File: src/rtl/pipe_controller.sv
// Pipeline control for a 5-stage RV32 core: decode, ID/EX and EX/MEM control registers,
// load-use and multi-cycle divide stalls, control-transfer flush and MMIO tagging.
module pipe_controller #(
   parameter logic [23:0] IO_PREFIX = 24'hFFFFFC,
   parameter int          MEXT      = 1,
   parameter int          DIV_LAT   = 8
) (
   input  logic        clk,
   input  logic        rst,
   input  logic [31:0] id_inst,
   input  logic        id_valid,
   input  logic [31:0] ex_alu_result,
   input  logic        ex_branch_taken,
   output logic        id_stall,
   output logic        if_flush,
   output logic        ex_valid,
   output logic        ex_branch,
   output logic        ex_jump,
   output logic        ex_jalr,
   output logic        ex_alusrc,
   output logic        ex_memread,
   output logic        ex_memwrite,
   output logic        ex_memtoreg,
   output logic        ex_regwrite,
   output logic [1:0]  ex_utype,
   output logic [1:0]  ex_aluop,
   output logic [4:0]  ex_rd,
   output logic        ex_div_busy,
   output logic        mem_valid,
   output logic        mem_memread,
   output logic        mem_memwrite,
   output logic        mem_memtoreg,
   output logic        mem_regwrite,
   output logic        mem_ioread,
   output logic        mem_iowrite,
   output logic [4:0]  mem_rd
);

   localparam logic [6:0] OP_R     = 7'b0110011;
   localparam logic [6:0] OP_I     = 7'b0010011;
   localparam logic [6:0] OP_L     = 7'b0000011;
   localparam logic [6:0] OP_S     = 7'b0100011;
   localparam logic [6:0] OP_B     = 7'b1100011;
   localparam logic [6:0] OP_JAL   = 7'b1101111;
   localparam logic [6:0] OP_JALR  = 7'b1100111;
   localparam logic [6:0] OP_LUI   = 7'b0110111;
   localparam logic [6:0] OP_AUIPC = 7'b0010111;

   localparam int            CW       = $clog2(DIV_LAT);
   localparam logic [CW-1:0] DIV_LOAD = CW'(DIV_LAT - 1);

   typedef struct packed {
      logic       valid;
      logic       branch;
      logic       jump;
      logic       jalr;
      logic       alusrc;
      logic       memread;
      logic       memwrite;
      logic       memtoreg;
      logic       regwrite;
      logic [1:0] utype;
      logic [1:0] aluop;
      logic [4:0] rd;
   } ex_ctrl_t;

   typedef struct packed {
      logic       valid;
      logic       memread;
      logic       memwrite;
      logic       memtoreg;
      logic       regwrite;
      logic       ioread;
      logic       iowrite;
      logic [4:0] rd;
   } mem_ctrl_t;

   ex_ctrl_t      ex_reg, ex_next;
   mem_ctrl_t     mem_reg, mem_next;
   ex_ctrl_t      dec;
   logic [CW-1:0] div_cnt_reg, div_cnt_next;

   logic [6:0] opcode;
   logic       is_r, is_i, is_l, is_s, is_b, is_jal, is_jalr, is_lui, is_auipc, known;
   logic       rs1_used, rs2_used, dec_div;
   logic       div_busy, load_use, flush, io_hit;
   logic       unused_bits;

   assign unused_bits = ^{id_inst[13:12], ex_alu_result[7:0]};

   assign opcode   = id_inst[6:0];
   assign is_r     = (opcode == OP_R);
   assign is_i     = (opcode == OP_I);
   assign is_l     = (opcode == OP_L);
   assign is_s     = (opcode == OP_S);
   assign is_b     = (opcode == OP_B);
   assign is_jal   = (opcode == OP_JAL);
   assign is_jalr  = (opcode == OP_JALR);
   assign is_lui   = (opcode == OP_LUI);
   assign is_auipc = (opcode == OP_AUIPC);
   assign known    = is_r | is_i | is_l | is_s | is_b | is_jal | is_jalr | is_lui | is_auipc;

   // Unknown opcodes and empty slots decode to a bubble; rd is only kept when it is written.
   always_comb begin
      dec      = '0;
      rs1_used = 1'b0;
      rs2_used = 1'b0;
      dec_div  = 1'b0;
      if (id_valid && known) begin
         dec.valid    = 1'b1;
         dec.branch   = is_b;
         dec.jump     = is_jal;
         dec.jalr     = is_jalr;
         dec.alusrc   = is_i | is_l | is_s | is_lui | is_auipc;
         dec.memread  = is_l;
         dec.memwrite = is_s;
         dec.memtoreg = is_l;
         dec.regwrite = is_r | is_i | is_l | is_lui | is_auipc | is_jal | is_jalr;
         dec.utype    = {is_lui, is_auipc};
         dec.aluop    = {~(is_l | is_s | is_b), ~(is_l | is_s | is_r)};
         dec.rd       = dec.regwrite ? id_inst[11:7] : 5'd0;
         rs1_used     = is_r | is_i | is_l | is_s | is_b | is_jalr;
         rs2_used     = is_r | is_s | is_b;
         dec_div      = (MEXT != 0) && is_r && (id_inst[31:25] == 7'b0000001) && id_inst[14];
      end
   end

   assign div_busy = (div_cnt_reg != '0);
   assign load_use = ex_reg.valid && ex_reg.memread && (ex_reg.rd != 5'd0) &&
                     ((rs1_used && (id_inst[19:15] == ex_reg.rd)) ||
                      (rs2_used && (id_inst[24:20] == ex_reg.rd)));
   assign flush    = ex_reg.valid && (ex_reg.jump || ex_reg.jalr || (ex_reg.branch && ex_branch_taken));
   assign if_flush = flush;
   assign id_stall = !flush && (load_use || div_busy);
   assign io_hit   = (ex_alu_result[31:8] == IO_PREFIX);

   // A running divide freezes EX and feeds bubbles to MEM until its counter drains.
   always_comb begin
      ex_next      = dec;
      div_cnt_next = '0;
      if (div_busy) begin
         ex_next      = ex_reg;
         div_cnt_next = div_cnt_reg - CW'(1);
      end else if (flush || load_use) begin
         ex_next = '0;
      end else if (dec_div) begin
         div_cnt_next = DIV_LOAD;
      end
   end

   always_comb begin
      mem_next = '0;
      if (!div_busy) begin
         mem_next.valid    = ex_reg.valid;
         mem_next.memread  = ex_reg.memread;
         mem_next.memwrite = ex_reg.memwrite;
         mem_next.memtoreg = ex_reg.memtoreg;
         mem_next.regwrite = ex_reg.regwrite;
         mem_next.ioread   = ex_reg.memread && io_hit;
         mem_next.iowrite  = ex_reg.memwrite && io_hit;
         mem_next.rd       = ex_reg.rd;
      end
   end

   always_ff @(posedge clk) begin
      if (rst) begin
         ex_reg      <= '0;
         mem_reg     <= '0;
         div_cnt_reg <= '0;
      end else begin
         ex_reg      <= ex_next;
         mem_reg     <= mem_next;
         div_cnt_reg <= div_cnt_next;
      end
   end

   assign ex_valid     = ex_reg.valid;
   assign ex_branch    = ex_reg.branch;
   assign ex_jump      = ex_reg.jump;
   assign ex_jalr      = ex_reg.jalr;
   assign ex_alusrc    = ex_reg.alusrc;
   assign ex_memread   = ex_reg.memread;
   assign ex_memwrite  = ex_reg.memwrite;
   assign ex_memtoreg  = ex_reg.memtoreg;
   assign ex_regwrite  = ex_reg.regwrite;
   assign ex_utype     = ex_reg.utype;
   assign ex_aluop     = ex_reg.aluop;
   assign ex_rd        = ex_reg.rd;
   assign ex_div_busy  = div_busy;

   assign mem_valid    = mem_reg.valid;
   assign mem_memread  = mem_reg.memread;
   assign mem_memwrite = mem_reg.memwrite;
   assign mem_memtoreg = mem_reg.memtoreg;
   assign mem_regwrite = mem_reg.regwrite;
   assign mem_ioread   = mem_reg.ioread;
   assign mem_iowrite  = mem_reg.iowrite;
   assign mem_rd       = mem_reg.rd;

endmodule

File: config.mk
export PLATFORM = sky130hd
export DESIGN_NAME = pipe_controller
export DESIGN_NICKNAME = d
export VERILOG_FILES = /design/src/rtl/pipe_controller.sv
export SDC_FILE = /design/constraint.sdc
export NUM_CORES = 1
export LEC_CHECK = 0
export ABC_AREA = 0
export BUFFER_PORTS_ARGS = -buffer_cell sky130_fd_sc_hd__buf_4
export CORE_MARGIN = 5
export CORE_UTILIZATION = 41
export DETAILED_ROUTE_END_ITERATION = 8
export PLACE_DENSITY = 0.82
export SYNTH_ARGS = -nofsm -noshare
export SYNTH_HDL_FRONTEND = slang
export SYNTH_SLANG_ARGS = --single-unit
File: constraint.sdc
create_clock -name clk -period 2.1 [get_ports clk]
set_clock_uncertainty 0.1 [all_clocks]
set_input_delay 0.21 -clock clk [delete_from_list [all_inputs] [get_ports clk]]
set_output_delay 0.21 -clock clk [all_outputs]
set_load 0.01 [all_outputs]
# == After elaboration in Yosys (flattened, before gate mapping) ==
# Cells that the tools add are included.
# word_totals
register_bits,33
latchBits,0
mem_bits_rw,0
rom_bits,0
inputBits,68
output_inout_bits,33
word_cells,90
mem_count,0
# classes
add_sub_neg,1
mul,0
div,0
order_cmp,0
eq_ne,13
n_shift,0
muxes,9
n_bitwise,24
n_reduce_logical,22
# op_table
operator,n
two-way mux 18 bit,2
equality test 24 bit (second input constant),1
bitwise OR 1 bit,22
equality test 7 x 6 -> 1 bit (second input constant),3
equality test 7 bit (second input constant),3
equality test 7 x 5 -> 1 bit (second input constant),2
logical AND 1 bit,13
equality test 5 bit,2
two-way mux 3 bit,3
equality test 7 x 1 -> 1 bit (second input constant),1
equality test 7 x 2 -> 1 bit (second input constant),1
logical OR 1 bit,5
two-way mux 5 bit,1
nonzero test 5 bit,1
two-way mux 1 bit,3
nonzero test 3 bit,1
subtractor 3 x 1 -> 3 bit (second input constant),1
inverter 1 bit,2
OR reduction 2 bit,1
zero test 1 bit,1

# == Logic depth before layout (Yosys ltp) ==
# logic_depth
depth_word,17
ltp_mapped,8

# == Worst setup path after synthesis ==
# OpenSTA, ideal clock, no wires.
# synth_path
kind,flip-flop to output port
from,"register ex_reg, in the netlist ex_rd[1]"
to,output port id_stall
t_arrival_ns,1.414
path_slack_ns,0.376
stages_incl_launch_ff,4
path_buffers,0
path_cell_list,dfxtp_1 or4_1 o2111a_2 o22a_2
# synth_via
elab_chain_len,6
elab_cells_between_ends,10
cone_classes,2 x eq/ne; 8 x reduce/logical
# synth_lines
element,line_no,text
"start, declared",78,"ex_ctrl_t ex_reg, ex_next;"
"start signal, assigned",171,ex_reg <= ex_next;
"equality test 5 bit, on equally long branches","130, 131",
"logical AND 1 bit, on equally long branches","130, 131",
logical OR 1 bit,130,((rs1_used && (id_inst[19:15] == ex_reg.rd)) ||
logical AND 1 bit *,129,assign load_use = ex_reg.valid && ex_reg.memread && (ex_reg.rd != 5'd0) &&
logical OR 1 bit *,134,assign id_stall = !flush && (load_use || div_busy);
logical AND 1 bit *,134,
"end, declared",14,"output logic id_stall,"
# Mark *: on every way between the ends. The rest lies on a longest branch, timed or not.

# == Final worst setup path ==
# layout_path
from,"register ex_reg, in the netlist ex_rd[4]"
to,output port id_stall
# The elaborated chain is that of the path after synthesis.

==> summary.txt <==
Outcome
  – Status: finished, final reports clean

Clock network
  – Clk sinks: 31
  – CTS tree: done
  – H-tree lvl count: 2
  – Root buffer cell: clkbuf_8
  – CTS max path bufs: 2
  – Cts hold-fix bufs: 0
  – Total CTS buffers: 5
  – CTS clk-pin slew, worst paths: 0.06 ns
  – Clk_lat worst skew: 0.28 ns

Routing
  – Vias per cell: 5.070
  – Antenna-violating nets left: 0
  – Via count: 1668
  – Drt first pass iters: 4
  – Per-cell routed wire length: 13.57 um
  – # DRC: 0
  – Detailed Route Iter0 Violations: 45
  – Final wirelength: 4466 um

Place
  – Hpwl dp: 3474 um
  – Port bufs: 90
  – Cells after DPL: 315
  – GP Congestion: 0.8289

Cells and area
  – Synth-to-layout area growth: 60.51%
  – Most common cell after layout, fill and taps aside: buf_4
  – Most frequent cells in the layout: buf_4 (101), dfxtp_1 (28), nand2_1 (27), nand4_1 (15), o21ai_0 (13)
  – Fill cells: 306
  – Nets: 350
  – Post-route insts no fill: 329
  – Share of cells above drive strength 1: 0.4555
  – Inserted Diodes: 0

Global routing
  – Pin count of the biggest net entering global routing: 13
  – Vias in the first global route: 1592
  – Initial antenna violation count: 0
  – First-pass GRT wire length: 7120 um
  – Overall Global Routing Usage: 0.1740
  – Total congestion overflow: 0

Timing
  – Period minus WS final: 2.054 ns
  – Fin crit share: 0.9781
  – Finish-stage setup viols: 0
  – Relative slew slack: 0.5756
  – Final hold vios: 0
  – Worst Max-Slew Pin Slew: 0.6286 ns
  – Pins Over Slew Limit: 0
  – RSZ-0062 raised after global routing: true
  – Hold_ws: 0.06411 ns
  – Fmax: 0.4868 GHz

Setup path
  – Crit Path Max Fanout: 5
  – Critical Path RT: 1.79 ns
  – Critical Path AT: 1.74 ns
  – Setup crit start kind: register
  – CP Capture Type: output pin
  – WS Path Type: reg2out

Run
  – Max Cap Viol: 0

Floorplanning
  – Die W: 70.72 um
  – FP Rows: 22
  – Area of the die: 0.005001 mm2
  – Die height: 70.72 um
  – Core area: 0.003606 mm2
  – Initial core utilization: 0.4192
  – Count of boundary I/O pins: 101

Yosys
  – Register bit total from synthesis: 31
  – Async SR Flop Fraction: 0
  – Ys flop type: dfxtp_1
  – Count of different cell masters after synthesis: 35
  – EDFF count, synth: 0
  – Warnings from Yosys: 0
  – Syn_nets: 247
  – Syn Inst Count: 177
  – Register area share after synthesis: 0.4106
  – Syn avg cell area: 8.539 um2
  – Cell Area, Synth: 0.001511 mm2

Pwr
  – Peak supply drop: 0.4381 mV
  – Total power draw: 1.695 mW
  – P per Cell Area: 698.6 mW/mm2
  – Static Leakage: 1.096 nW

Hold path
  – HP Class: in2reg
[cell families after synthesis]
kind of cell             after synthesis  share of synthesized area
flip-flops                            31                     0.4106
XOR/XNOR                              10                    0.05794
buffers and inverters                 13                    0.04471
AND/OR/NAND/NOR                       86                     0.2997
AO/OA/AOI/OAI                         35                     0.1705
adder cells (fa/ha/maj)                2                    0.01655
[routing by layer]
metal	GRT usage	wire, um	vias to the layer above	part of all wire
li1	-	-	838	-
met5	0	0	-	0
met2	0.2997	2216	72	0.50
met3	0.06534	439	6	0.098
met4	0.06263	61	0	0.014
met1	0.1958	1748	752	0.39
[synth_stat cells, types with 4 or more instances]
cell type | instances | area [um2]
and2_1 | 8 | 50.05
dfxtp_1 | 31 | 620.6
inv_1 | 7 | 26.28
nand2_1 | 27 | 101.4
nand3_1 | 7 | 35.03
nand4_1 | 15 | 93.84
nor2_1 | 9 | 33.78
nor3_1 | 4 | 20.02
o21ai_0 | 13 | 65.06
o21ai_2 | 10 | 87.58
xnor2_1 | 10 | 87.58
[power by group]
| part | switching [mW] | internal (mW) | leakage [nW] | total, mW |
|---|---|---|---|---|
| Combinational | 0.237 | 0.227 | 0.783 | 0.464 |
| Clock | 0.221 | 0.383 | 0.0612 | 0.605 |
| Sequential | 0.0137 | 0.613 | 0.252 | 0.626 |
[critical path, cell delays in order (launching register included)]
cell	delay, ns
dfxtp_4	0.35
or4_1	0.52
o2111a_2	0.28
o22a_2	0.19
buf_6	0.12
[final cells by class]
class | count | area (um2) | area share
Tap cell | 48 | 60.06 | 0.02475
Clock inverter | 2 | 35.03 | 0.01444
Clock buffer | 6 | 82.58 | 0.03404
Inverter | 7 | 26.28 | 0.01083
Timing Repair Buffer | 102 | 769.5 | 0.3172
Multi-Input combinational cell | 133 | 823.3 | 0.3393
Sequential cell | 31 | 629.4 | 0.2594
[what timing repair did]
item	CTS	global route
gates cloned	0	0
pin swaps	1	4
gates resized for setup	3	3
hold endpoints to repair	0	0
buffers inserted	2	4
endpoints found under the setup margin	1	16
[path summary, 6_finish.rpt]
path / from / to / slack [ns] / depth (start not counted)
setup / recovery: ex_rd[4]$_SDFFE_PP0P_ / id_stall / 0.05 / 4
hold / removal: rst / ex_jump$_SDFFE_PP0P_ / 0.06 / 2
setup reg to reg: div_cnt_reg[0]$_SDFF_PP0_ / ex_rd[0]$_SDFFE_PP0P_ / 0.19 / 9
hold reg to reg: ex_aluop[0]$_SDFFE_PP0P_ / ex_aluop[0]$_SDFFE_PP0P_ / 0.36 / 2
[metrics by stage]
step | worst slack (ns) | TNS (ns) | utilization | area, um2
final | 0.04596 | 0 | 0.6728 | 2426
after global routing | -0.02113 | -0.04411 | 0.6728 | 2426
after CTS | 0.003588 | 0 | 0.6624 | 2389
after detailed placement | 0.07723 | 0 | 0.6242 | 2251
after global placement | 0.1684 | 0 | 0.6242 | 2251
after floorplan | 0.3760 | 0 | - | 1511
No activity file was read; power rests on OpenSTA's default activity.
